==> config.mk <==
export PLATFORM = sky130hd
export DESIGN_NAME = vram_arbiter
export DESIGN_NICKNAME = d
export VERILOG_FILES = /design/src/rtl/vram_arbiter.sv
export SDC_FILE = /design/constraint.sdc
export NUM_CORES = 1
export LEC_CHECK = 0
export ABC_CLOCK_PERIOD_IN_PS = 4080
export CORE_MARGIN = 5
export CORE_UTILIZATION = 45
export DETAILED_ROUTE_END_ITERATION = 8
export HOLD_SLACK_MARGIN = 0.1
export PLACE_DENSITY = 0.87
export RECOVER_POWER = 50
export SYNTH_ARGS = -nofsm -noshare
export SYNTH_HDL_FRONTEND = slang
export SYNTH_SLANG_ARGS = --single-unit
==> constraint.sdc <==
create_clock -name clock_25 -period 4.08 [get_ports clock_25]
set_input_delay 0.408 -clock clock_25 [delete_from_list [all_inputs] [get_ports clock_25]]
set_output_delay 0.408 -clock clock_25 [all_outputs]
set_load 0.01 [all_outputs]
==> src/rtl/vram_arbiter.sv <==
// ============================================================================
// Module   : vram_arbiter
// Brief    : Shares one single-port text VRAM between video scanout and a CPU
//            port using a fixed 8-clock character-cell slot schedule.
//            Optional macro VRAM_ARB_BLANK_CPU_EN grants phases 0/1 to the CPU
//            in cells without a video fetch.
// Revision : 1.0  initial release
// ============================================================================
`default_nettype none

module vram_arbiter #(
    parameter int ADDR_W = 12,
    parameter int DATA_W = 8
) (
    input  logic              clock_25,
    input  logic              reset,
    input  logic              cell_sync,
    input  logic              fetch_en,
    input  logic [ADDR_W-1:0] fetch_addr,
    output logic [DATA_W-1:0] vid_char,
    output logic [DATA_W-1:0] vid_attr,
    output logic              vid_valid,
    input  logic              cpu_req,
    input  logic [ADDR_W-1:0] cpu_addr,
    input  logic              cpu_we,
    input  logic [DATA_W-1:0] cpu_wdata,
    output logic              cpu_ack,
    output logic [DATA_W-1:0] cpu_rdata,
    output logic [ADDR_W-1:0] mem_addr,
    output logic              mem_we,
    output logic [DATA_W-1:0] mem_wdata,
    input  logic [DATA_W-1:0] mem_rdata
);

    localparam logic [1:0]        c_st_idle  = 2'd0;
    localparam logic [1:0]        c_st_issue = 2'd1;
    localparam logic [1:0]        c_st_ack   = 2'd2;
    localparam logic [ADDR_W-1:0] c_addr_one = ADDR_W'(1);

    logic [2:0]        r_phase;
    logic [2:0]        w_phase_nxt;
    logic              r_fetch;
    logic              w_fetch_nxt;
    logic [ADDR_W-1:0] r_fetch_addr;
    logic              w_cpu_slot;
    logic              w_grant;
    logic [1:0]        r_state;
    logic [1:0]        w_state_nxt;
    logic              r_cpu_rd;
    logic [ADDR_W-1:0] r_mem_addr;
    logic              r_mem_we;
    logic [DATA_W-1:0] r_mem_wdata;
    logic [DATA_W-1:0] r_vid_char;
    logic [DATA_W-1:0] r_vid_attr;
    logic              r_vid_valid;
    logic [DATA_W-1:0] r_cpu_rdata;

    // Every decision looks at the slot about to start, because mem_* are registered.
    // cell_sync/fetch_en arrive with the cycle that precedes phase 0.
    always_comb begin
        w_phase_nxt = cell_sync ? 3'd0 : r_phase + 3'd1;
        w_fetch_nxt = (w_phase_nxt == 3'd0) ? fetch_en : r_fetch;
    end

`ifdef VRAM_ARB_BLANK_CPU_EN
    assign w_cpu_slot = (w_phase_nxt >= 3'd2) || !w_fetch_nxt;
`else
    assign w_cpu_slot = (w_phase_nxt >= 3'd2);
`endif

    always_ff @(posedge clock_25) begin
        if (reset) begin
            r_phase      <= 3'd0;
            r_fetch      <= 1'b0;
            r_fetch_addr <= '0;
        end else begin
            r_phase <= w_phase_nxt;
            r_fetch <= w_fetch_nxt;
            if (w_phase_nxt == 3'd0) begin
                r_fetch_addr <= fetch_addr;
            end
        end
    end

    always_ff @(posedge clock_25) begin
        if (reset) begin
            r_state <= c_st_idle;
        end else begin
            r_state <= w_state_nxt;
        end
    end

    // ACK never grants, which spaces back-to-back CPU accesses by two clocks.
    always_comb begin
        w_state_nxt = r_state;
        w_grant     = 1'b0;
        case (r_state)
            c_st_idle: begin
                if (cpu_req && w_cpu_slot) begin
                    w_grant     = 1'b1;
                    w_state_nxt = c_st_issue;
                end
            end
            c_st_issue: w_state_nxt = c_st_ack;
            c_st_ack:   w_state_nxt = c_st_idle;
            default:    w_state_nxt = c_st_idle;
        endcase
    end

    always_ff @(posedge clock_25) begin
        if (reset) begin
            r_mem_addr  <= '0;
            r_mem_we    <= 1'b0;
            r_mem_wdata <= '0;
            r_cpu_rd    <= 1'b0;
        end else begin
            r_mem_we <= 1'b0;
            if (w_fetch_nxt && (w_phase_nxt == 3'd0)) begin
                r_mem_addr <= fetch_addr;
            end else if (w_fetch_nxt && (w_phase_nxt == 3'd1)) begin
                r_mem_addr <= r_fetch_addr + c_addr_one;
            end else if (w_grant) begin
                r_mem_addr  <= cpu_addr;
                r_mem_we    <= cpu_we;
                r_mem_wdata <= cpu_wdata;
                r_cpu_rd    <= !cpu_we;
            end
        end
    end

    // Character data returns during phase 1, attribute data during phase 2.
    always_ff @(posedge clock_25) begin
        if (reset) begin
            r_vid_char  <= '0;
            r_vid_attr  <= '0;
            r_vid_valid <= 1'b0;
        end else begin
            r_vid_valid <= w_fetch_nxt && (w_phase_nxt == 3'd2);
            if (w_fetch_nxt && (w_phase_nxt == 3'd2)) begin
                r_vid_char <= mem_rdata;
            end
            if (r_vid_valid) begin
                r_vid_attr <= mem_rdata;
            end
        end
    end

    always_ff @(posedge clock_25) begin
        if (reset) begin
            r_cpu_rdata <= '0;
        end else if ((r_state == c_st_ack) && r_cpu_rd) begin
            r_cpu_rdata <= mem_rdata;
        end
    end

    // Returning bytes bypass straight out in their pulse cycle, then the copy holds.
    assign cpu_ack   = (r_state == c_st_ack);
    assign cpu_rdata = (cpu_ack && r_cpu_rd) ? mem_rdata : r_cpu_rdata;
    assign vid_char  = r_vid_char;
    assign vid_attr  = r_vid_valid ? mem_rdata : r_vid_attr;
    assign vid_valid = r_vid_valid;
    assign mem_addr  = r_mem_addr;
    assign mem_we    = r_mem_we;
    assign mem_wdata = r_mem_wdata;

endmodule

`default_nettype wire

## Yosys cells after proc, flatten, opt, wreduce, memory -nomap -nowiden

Index checks and enable logic that the tools add are counted.

- Flip-flop bits (word level): 65
- Bits of input ports: 46
- Output and inout bits: 47
- Logic and storage cells: 45

- Add/subtract/negate cells: 2
- Magnitude comparators: 1
- Equality and inequality tests: 5
- Multiplexer cells: 11
- Bitwise logic cells: 3
- Reduce and logical (&&, ||, !) cells: 11

Operator list:

| kind | count |
|---|---|
| $mux W12 | 3 |
| $mux W8 | 2 |
| $add A12 B1 Y12 const B | 1 |
| $logic_and A1 B1 Y1 | 5 |
| $pmux W2 S2 | 1 |
| $reduce_or A4 Y1 | 1 |
| $add A3 B1 Y3 const B | 1 |
| $eq A3 B1 Y1 const B | 1 |
| $eq A3 B2 Y1 const B | 1 |
| $ge A3 B2 Y1 const B | 1 |
| $logic_not A3 Y1 | 1 |
| $mux W1 | 3 |
| $mux W3 | 1 |
| $not A1 Y1 | 3 |
| $reduce_and A3 Y1 | 1 |
| $reduce_bool A3 Y1 | 1 |
| $eq A2 B1 Y1 const B | 1 |
| $eq A2 B2 Y1 const B | 1 |
| $logic_not A2 Y1 | 1 |
| $mux W2 | 1 |
| $ne A2 B2 Y1 const B | 1 |
| $logic_not A1 Y1 | 1 |

## Longest topological paths before layout

Gate-level depths: netlist (run 1).

- Word-level depth: 9
- Depth in mapped cells: 8
- Gate-level depth less buffers: 6

## Worst setup path before layout (run 1)

OpenSTA, ideal clock, no wires.

- Kind: input to register
- From: input cell_sync
- To: register r_mem_addr[1] (netlist: mem_addr[1])
- Library setup time: 0.132 ns
- Arrival time: 1.686 ns
- Required time: 3.948 ns
- Path slack: 2.261 ns
- Stages: 7
- Path buffers: 2
- Cell sequence: buf_2 -> nor4b_2 -> a21boi_2 -> buf_4 -> mux2_2 -> o21ai_0 -> a21oi_1

- Word-level cells in the longest chain between the ends: 6
- Elaborated cells on any way between the ends: 13

RTL lines:

| item | RTL line | RTL |
|---|---|---|
| start, declared | 17 | `input logic cell_sync,` |
| $mux W3 (*) | 61 | `w_phase_nxt = cell_sync ? 3'd0 : r_phase + 3'd1;` |
| $ge A3 B2 Y1 / $logic_not A3 Y1 (equally long branches) | 68, 62, 118 |  |
| $logic_and A1 B1 Y1 / $mux W1 (equally long branches) | 99, 62 |  |
| $mux W1 / $logic_and A1 B1 Y1 (equally long branches) | 99, 120 |  |
| $mux W1 / $mux W12 (equally long branches) | 97, 120 |  |
| $reduce_bool A3 Y1 (no line) / $mux W12 (equally long branches) | n/a |  |
| end signal, assigned | 119 | `r_mem_addr <= fetch_addr;` |
| end signal, assigned | 121 | `r_mem_addr <= r_fetch_addr + c_addr_one;` |
| end signal, assigned | 123 | `r_mem_addr <= cpu_addr;` |
| end, declared | 50 | `logic [ADDR_W-1:0] r_mem_addr;` |

Every way passes the cells marked *; elsewhere a longest branch is shown, timed or not.
A chain may end at the register's enable or synchronous reset.

## Worst setup path in the final report (run 1)

- From: input reset
- To: register r_mem_we (netlist: mem_we)

- Word-level cells in the longest chain between the ends: 1

RTL lines:

| item | RTL line | RTL |
|---|---|---|
| start, declared | 16 | `input logic reset,` |
| $reduce_or A4 Y1 (no line) | n/a |  |
| end signal, assigned | 124 | `r_mem_we <= cpu_we;` |
| end, declared | 51 | `logic r_mem_we;` |

Every way passes these cells.

==> metrics.txt, run 1 <==
# TYPE chip_impl_metric gauge
chip_impl_info{name="outcome",value="complete, but fails checks"} 1
chip_impl_info{name="failed_checks",value="max-capacitance violations, max-slew violations"} 1
chip_impl_metric{name="finish.net_count",unit=""} 422
chip_impl_metric{name="wire_per_inst",unit="um"} 14.9
chip_impl_metric{name="num_rows",unit=""} 28
chip_impl_metric{name="layout-area-overhead-vs-synth",unit="%"} 42.2
chip_impl_metric{name="post_cts_buffers",unit=""} 0
chip_impl_info{name="end_kind",value="register"} 1
chip_impl_metric{name="drt.antenna.violating_nets",unit=""} 0
chip_impl_metric{name="postSynthCellCount",unit=""} 284
chip_impl_metric{name="synth_seq_cells",unit=""} 65
chip_impl_metric{name="synth_simple_gate_area_share",unit="%"} 17.5
chip_impl_metric{name="nFillCells",unit=""} 465
chip_impl_info{name="most_frequent_cell_after_synthesis",value="sky130_fd_sc_hd__dfxtp_1"} 1
chip_impl_metric{name="cts-resized-gates",unit=""} 0
chip_impl_metric{name="io_pins",unit=""} 93
chip_impl_metric{name="worstMarginPinSlew",unit="ps"} 2750
chip_impl_metric{name="drive_above_1_share",unit="%"} 11.6
chip_impl_metric{name="slew_violations",unit=""} 65
chip_impl_metric{name="edff_count_synth",unit=""} 0
chip_impl_info{name="worst-setup-path-type",value="in -> reg"} 1
chip_impl_metric{name="die_y",unit="um"} 88.2
chip_impl_metric{name="asyncSetResetFlopFracSynth",unit="%"} 0
chip_impl_metric{name="synth_sequential_area_ratio",unit="%"} 47.3
chip_impl_metric{name="synth_compound_area_share",unit="%"} 11.6
chip_impl_info{name="synthFlopType",value="sky130_fd_sc_hd__dfxtp_1"} 1
chip_impl_info{name="critical_path.startpoint_type",value="input port"} 1
chip_impl_info{name="yosys.area.top_type",value="sky130_fd_sc_hd__dfxtp_1"} 1
chip_impl_info{name="dominant_combinational_cell_family_by_area_after_synthesis",value="simple AND/OR/NAND/NOR gates"} 1
chip_impl_metric{name="worst-endpoint-required",unit="ps"} 4300
chip_impl_metric{name="net_count_synth",unit=""} 332
chip_impl_metric{name="cp_data_arrival_time",unit="ps"} 2830
chip_impl_metric{name="syn_area",unit="um^2"} 2750
chip_impl_metric{name="setup_violations",unit=""} 0
chip_impl_metric{name="syn-mean-instance-area",unit="um^2"} 9.68
chip_impl_metric{name="die_area",unit="um^2"} 7770
chip_impl_metric{name="final.setup.tns",unit="ps"} 0
chip_impl_metric{name="max_freq",unit="GHz"} 0.383
chip_impl_metric{name="route.detailed.drc",unit=""} 0
chip_impl_info{name="tritoncts_clock_tree",value="yes"} 1
chip_impl_metric{name="clockBufferDepth",unit=""} 2
chip_impl_metric{name="synth-xor-area-share",unit="%"} 4.09
chip_impl_metric{name="place.detailed.hpwl",unit="um"} 4910
chip_impl_metric{name="groute.usage.overall",unit="%"} 18.1
chip_impl_metric{name="number_of_buffers_added_by_the_clock_tree_synthesis_step",unit=""} 9
chip_impl_metric{name="cp_max_fo",unit=""} 64
chip_impl_metric{name="post_synth_num_cell_types",unit=""} 38
chip_impl_metric{name="core_area",unit="um^2"} 5920
chip_impl_metric{name="grt-ovfl-total",unit=""} 0
chip_impl_metric{name="cts_hold_buf",unit=""} 0
chip_impl_info{name="post_synth_main_area_contributors",value="sky130_fd_sc_hd__dfxtp_1 47%, sky130_fd_sc_hd__mux2_2 7.4%, sky130_fd_sc_hd__mux2i_1 7.3%"} 1
chip_impl_metric{name="period_share",unit="%"} 64.0
chip_impl_metric{name="gp_routability_congestion",unit=""} 0.809
chip_impl_metric{name="vdd_drop_max",unit="uV"} 250
chip_impl_metric{name="via_count",unit=""} 2363
chip_impl_metric{name="post_synth_fa_ha_maj_area_fraction",unit="%"} 0.910
chip_impl_metric{name="number_of_antenna_violations_at_the_first_check_in_global_routing",unit=""} 0
chip_impl_metric{name="postRouteWirelength",unit="um"} 6780
chip_impl_metric{name="clk_latency",unit="ps"} 330
chip_impl_metric{name="synth_mux_area_share",unit="%"} 14.6
chip_impl_metric{name="drt_pre_antenna_iters",unit=""} 5
chip_impl_metric{name="placement.io_buffers",unit=""} 92
chip_impl_metric{name="grt_pass1_wl",unit="um"} 11100
chip_impl_metric{name="vias_in_the_first_global_route",unit=""} 2363
chip_impl_metric{name="ctsHtreeMaxLevel",unit=""} 3
chip_impl_metric{name="power_density_cells",unit="nW/um^2"} 364
chip_impl_metric{name="post-synth-top-area-fraction",unit="%"} 47.3
chip_impl_metric{name="power_leakage",unit="nW"} 1.56
chip_impl_metric{name="grt_start_max_net_pins",unit=""} 65
chip_impl_metric{name="max-cap-violations",unit=""} 1
chip_impl_metric{name="drt-initial-drc-count",unit=""} 134
chip_impl_metric{name="via_per_inst",unit=""} 5.20
chip_impl_info{name="cts-root-buf",value="sky130_fd_sc_hd__clkbuf_8"} 1
chip_impl_metric{name="cts_num_sinks",unit=""} 65
chip_impl_metric{name="fp.dieW",unit="um"} 88.2
chip_impl_metric{name="min_clock_period_post_route",unit="ps"} 2610
chip_impl_metric{name="clk_pin_slew",unit="ps"} 60
chip_impl_metric{name="maximum_clock_skew_at_final_layout",unit="ps"} 8.38
chip_impl_metric{name="totalPowerFinal",unit="W"} 0.00142
chip_impl_info{name="synth.top_cells.by_count",value="65 x sky130_fd_sc_hd__dfxtp_1, 30 x sky130_fd_sc_hd__nand2_1, 30 x sky130_fd_sc_hd__nor2_1"} 1
chip_impl_info{name="rsz0062_at_grt",value="no"} 1
chip_impl_info{name="hold_path_class",value="reg -> reg"} 1
chip_impl_metric{name="hold_viol_final",unit=""} 0
chip_impl_metric{name="antenna_cells",unit=""} 0
chip_impl_metric{name="whs",unit="ps"} 450
chip_impl_metric{name="synthesis.yosys.warnings",unit=""} 0
chip_impl_metric{name="slew_headroom",unit="%"} -83.1
chip_impl_metric{name="floorplan.initialDensity",unit="%"} 46.4
## placed cells by master (no fill, tap or decap), drive strengths merged, types with 8 or more instances in the layout
| master | count |
|---|---|
| a21oi | 19 |
| mux2i | 20 |
| nor2 | 31 |
| mux2 | 18 |
| dfxtp | 65 |
| clkdlybuf4s50 | 62 |
| clkbuf | 13 |
| dlygate4sd3 | 29 |
| nor2b | 17 |
| inv | 8 |
| nor3 | 9 |
| nand2 | 30 |
## kinds of logic after synthesis
family,Yosys count
XOR/XNOR,12
multiplexers,38
buffers and inverters,23
adder cells (fa/ha/maj),2
AO/OA/AOI/OAI,44
AND/OR/NAND/NOR,100
flip-flops,65
## metal layers
metal | vias to the layer above | wire length, um | track usage, %
li1 | 1166 | - | -
met1 | 1098 | 2760 | 21.2
met2 | 86 | 3260 | 30.0
met3 | 13 | 631 | 6.87
met4 | 0 | 127 | 6.87
met5 | - | 0 | 0
## stage by stage
step                area, um^2  std cells  util (%)  setup WS [ps]
floorplan                 2750        284         -           2260
global placement          3700        438      62.4           1480
detailed placement        3700        438      62.4           1350
CTS                       3910        454      66.1           1600
global route              3910        454      66.1           1220
finish                    3910        454      66.1           1470
## area by class of cell
class | instances | area (um^2) | share of cell area [%]
multi-input combinational | 196 | 1340 | 34.3
tap | 75 | 93.8 | 2.40
sequential | 65 | 1300 | 33.3
clock buffer | 12 | 165 | 4.22
inverter | 8 | 30.0 | 0.768
clock inverter | 4 | 50.0 | 1.28
timing repair buffer | 94 | 930 | 23.8
## where the power goes
part | internal, W | switching [W]
Combinational | 0.0000953 | 0.0000816
Clock | 0.000331 | 0.000238
Sequential | 0.000659 | 0.0000174
## sequential cells by signal (all words and copies together) (netlist names)
signal / count
vid_valid: 1
r_state: 2
r_cpu_rd: 1
r_cpu_rdata: 8
r_fetch: 1
vid_char: 8
mem_addr: 12
mem_wdata: 8
mem_we: 1
r_fetch_addr: 12
r_phase: 3
r_vid_attr: 8
## critical path, stage by stage
cell                       delay (ps)
sky130_fd_sc_hd__clkbuf_1        1920
sky130_fd_sc_hd__nor2_1           210
sky130_fd_sc_hd__and2_1           290
## final timing paths
path / start / end / slack, ps / cells past startpoint
worst min-delay path: mem_wdata[2] / mem_wdata[2] / 450 / 2
worst max-delay path: reset / mem_we / 1470 / 3
worst max register to register: r_phase[0] / mem_addr[5] / 1670 / 6
worst min register to register: mem_wdata[2] / mem_wdata[2] / 450 / 2
Note: power is estimated with default switching activity, not from simulation.
==> inputs of run 2 (changes only) <==
ABC_CLOCK_PERIOD_IN_PS = 2200   (was 4080)
CORE_UTILIZATION = 41   (was 45)
PLACE_DENSITY = 0.84   (was 0.87)
clock period = 2.2 ns   (was 4.08 ns; I/O delays follow)
==> run 2 against run 1 <==
  * The flow now finishes without violations
  * Sequential share of layout area shrank 0.63 points
  * Highest routed layer unchanged
  * Global-route usage grew 0.098 points
  * Largest cell class unchanged
  * Power grew 80%
  * Largest power group unchanged
==> metrics.txt, run 2 (synthesis results as in run 1) <==
# TYPE chip_impl_metric gauge
chip_impl_metric{name="cp_data_arrival_time",unit="ps"} 1860
chip_impl_metric{name="number_of_buffers_added_by_the_clock_tree_synthesis_step",unit=""} 9
chip_impl_metric{name="crit_path_max_incr_delay",unit="ps"} 550
chip_impl_metric{name="num_rows",unit=""} 29
chip_impl_metric{name="grt_start_max_net_pins",unit=""} 37
chip_impl_metric{name="p_sw_share",unit="%"} 26.4
chip_impl_metric{name="clk_pin_slew",unit="ps"} 80
chip_impl_metric{name="combinational_share_of_power",unit="%"} 13.6
chip_impl_metric{name="share_clk_of_total_power",unit="%"} 37.4
chip_impl_metric{name="power_density_cells",unit="nW/um^2"} 643
chip_impl_info{name="hold_path_class",value="in -> reg"} 1
chip_impl_metric{name="pre_cts_ws",unit="ps"} 90.9
chip_impl_metric{name="post_cts_buffers",unit=""} 0
chip_impl_metric{name="cp_max_fo",unit=""} 8
chip_impl_metric{name="max_freq",unit="GHz"} 0.481
chip_impl_metric{name="via_count",unit=""} 2454
chip_impl_metric{name="postPlaceCellArea",unit="um^2"} 3790
chip_impl_metric{name="io_pins",unit=""} 93
chip_impl_metric{name="die_area",unit="um^2"} 8450
chip_impl_info{name="cts-root-buf",value="sky130_fd_sc_hd__clkbuf_8"} 1
chip_impl_info{name="end_kind",value="output port"} 1
chip_impl_metric{name="clockBufferDepth",unit=""} 2
chip_impl_metric{name="grt_pass1_wl",unit="um"} 12400
chip_impl_metric{name="via_per_inst",unit=""} 5.24
chip_impl_metric{name="layout.core_utilization",unit="%"} 62.1
chip_impl_metric{name="postRouteWirelength",unit="um"} 7400
chip_impl_metric{name="power_leakage",unit="nW"} 1.63
chip_impl_metric{name="gp_routability_congestion",unit=""} 0.810
chip_impl_info{name="critical_path.cell_chain",value="nor2b_2 > nand2_4 > mux2_2 > clkdlybuf4s50_1"} 1
chip_impl_info{name="tritoncts_clock_tree",value="yes"} 1
chip_impl_metric{name="ctsHtreeMaxLevel",unit=""} 3
chip_impl_metric{name="wire_per_inst",unit="um"} 15.8
chip_impl_metric{name="antenna_cells",unit=""} 0
chip_impl_metric{name="cts_hold_buf",unit=""} 0
chip_impl_metric{name="period_share",unit="%"} 94.6
chip_impl_metric{name="drt_pre_antenna_iters",unit=""} 5
chip_impl_metric{name="layout-area-overhead-vs-synth",unit="%"} 44.9
chip_impl_info{name="critical_path.slowest_cell",value="sky130_fd_sc_hd__clkdlybuf4s50_1"} 1
chip_impl_metric{name="die_y",unit="um"} 91.9
chip_impl_metric{name="hold_viol_final",unit=""} 0
chip_impl_metric{name="slew_violations",unit=""} 0
chip_impl_metric{name="route.detailed.drc",unit=""} 0
chip_impl_metric{name="final_cell_area",unit="um^2"} 3990
chip_impl_info{name="layout.cells.most_common_list",value="65 x sky130_fd_sc_hd__dfxtp_1, 62 x sky130_fd_sc_hd__clkdlybuf4s50_1, 30 x sky130_fd_sc_hd__nor2_1, 29 x sky130_fd_sc_hd__nand2_1, 29 x sky130_fd_sc_hd__dlygate4sd3_1"} 1
chip_impl_metric{name="drt.antenna.violating_nets",unit=""} 0
chip_impl_metric{name="floorplan.initialDensity",unit="%"} 42.8
chip_impl_metric{name="placement.io_buffers",unit=""} 92
chip_impl_metric{name="clk_latency",unit="ps"} 340
chip_impl_metric{name="worstMarginPinSlew",unit="ps"} 1240
chip_impl_metric{name="seqPwrFrac",unit="%"} 49.0
chip_impl_metric{name="core_area",unit="um^2"} 6420
chip_impl_info{name="critical_path.startpoint_type",value="register"} 1
chip_impl_info{name="outcome",value="complete, no violations"} 1
chip_impl_metric{name="min_clock_period_post_route",unit="ps"} 2080
chip_impl_metric{name="finish.net_count",unit=""} 434
chip_impl_metric{name="grt-ovfl-total",unit=""} 0
chip_impl_metric{name="worst-endpoint-required",unit="ps"} 1980
chip_impl_metric{name="cp.buffers_inverters",unit=""} 1
chip_impl_metric{name="setup_violations",unit=""} 0
chip_impl_metric{name="drive_above_1_share",unit="%"} 13.8
chip_impl_metric{name="final.setup.tns",unit="ps"} 0
chip_impl_info{name="worst-setup-path-type",value="reg -> out"} 1
chip_impl_info{name="mostFrequentLayoutCell",value="sky130_fd_sc_hd__dfxtp_1"} 1
chip_impl_metric{name="maximum_clock_skew_at_final_layout",unit="ps"} 10.3
chip_impl_info{name="cp_top_family",value="buffers and inverters"} 1
chip_impl_metric{name="slew_headroom",unit="%"} 17.5
chip_impl_metric{name="number_of_antenna_violations_at_the_first_check_in_global_routing",unit=""} 0
chip_impl_metric{name="switchingPower",unit="W"} 0.000678
chip_impl_info{name="rsz0062_at_grt",value="no"} 1
chip_impl_metric{name="vias_in_the_first_global_route",unit=""} 2591
chip_impl_metric{name="max-cap-violations",unit=""} 0
chip_impl_metric{name="cts_num_sinks",unit=""} 65
chip_impl_metric{name="layout_setup_ws",unit="ps"} 120
chip_impl_metric{name="groute.usage.overall",unit="%"} 18.2
chip_impl_metric{name="place.detailed.hpwl",unit="um"} 5340
chip_impl_metric{name="drt-initial-drc-count",unit=""} 123
chip_impl_metric{name="vdd_drop_max",unit="uV"} 486
chip_impl_metric{name="intPower",unit="W"} 0.00189
chip_impl_metric{name="fp.dieW",unit="um"} 91.9
## run 2: cell count changes in the layout (fill, tap and decap cells not counted), moves of 2 or more
cell                       before  now
sky130_fd_sc_hd__buf_4          2   11
sky130_fd_sc_hd__mux2_1         0    4
sky130_fd_sc_hd__mux2_2        18   14
sky130_fd_sc_hd__clkinv_4       0    2
## run 2: metal layers
metal | vias to the layer above | share of wire [%] | track usage, %
met4 | 0 | 1.2 | 6.81
met2 | 100 | 50 | 30.5
li1 | 1186 | - | -
met5 | - | 0 | 0
met1 | 1159 | 39 | 20.1
met3 | 9 | 9.6 | 8.51
## run 2: worst paths after layout
kind	startpoint	to	slack [ps]	cells past startpoint
hold reg to reg	mem_wdata[5]	mem_wdata[5]	460	2
setup reg to reg	r_phase[0]	mem_addr[8]	230	6
setup / recovery	r_state[1]	cpu_rdata[7]	120	4
hold / removal	cpu_wdata[2]	mem_wdata[2]	430	3
## run 2: cell type report
class	instances	area (um^2)
clock inverter	5	38.8
sequential	65	1300
tap	77	96.3
timing repair buffer	105	1010
inverter	8	30.0
clock buffer	11	151
fill	536	2440
multi-input combinational	197	1360
## run 2: what timing repair did
item,in CTS,in global routing
resized for setup,2,2
setup endpoints to repair,8,11
pin swaps,1,0
gates cloned,0,1
endpoints found under the hold margin,0,0
## run 2: metrics by stage
step	cells	power, W	hold WS [ps]
floorplan	284	0.00145	316
global placement	451	0.00163	444
detailed placement	451	0.00164	451
CTS	467	0.00260	341
global route	468	0.00268	435
finish	468	0.00256	426
## run 2: tightest hold or removal path, cell delays in order
cell                              delay (ps)
sky130_fd_sc_hd__clkdlybuf4s50_1         400
sky130_fd_sc_hd__nand2_1                  50
sky130_fd_sc_hd__a21oi_1                  50
## run 2: power groups by stage
stage	Clock (W)	Combinational (W)	Sequential, W
floorplan	0	0.000158	0.00129
global placement	0	0.000346	0.00128
detailed placement	0	0.000356	0.00128
CTS	0.000983	0.000359	0.00126
global route	0.00104	0.000380	0.00126
finish	0.000960	0.000348	0.00126
==> inputs of run 3 (changes only) <==
ABC_CLOCK_PERIOD_IN_PS = default   (was 2200)
==> results of run 3 <==
The final DEF is identical to that of run 2; final timing and power are the same.
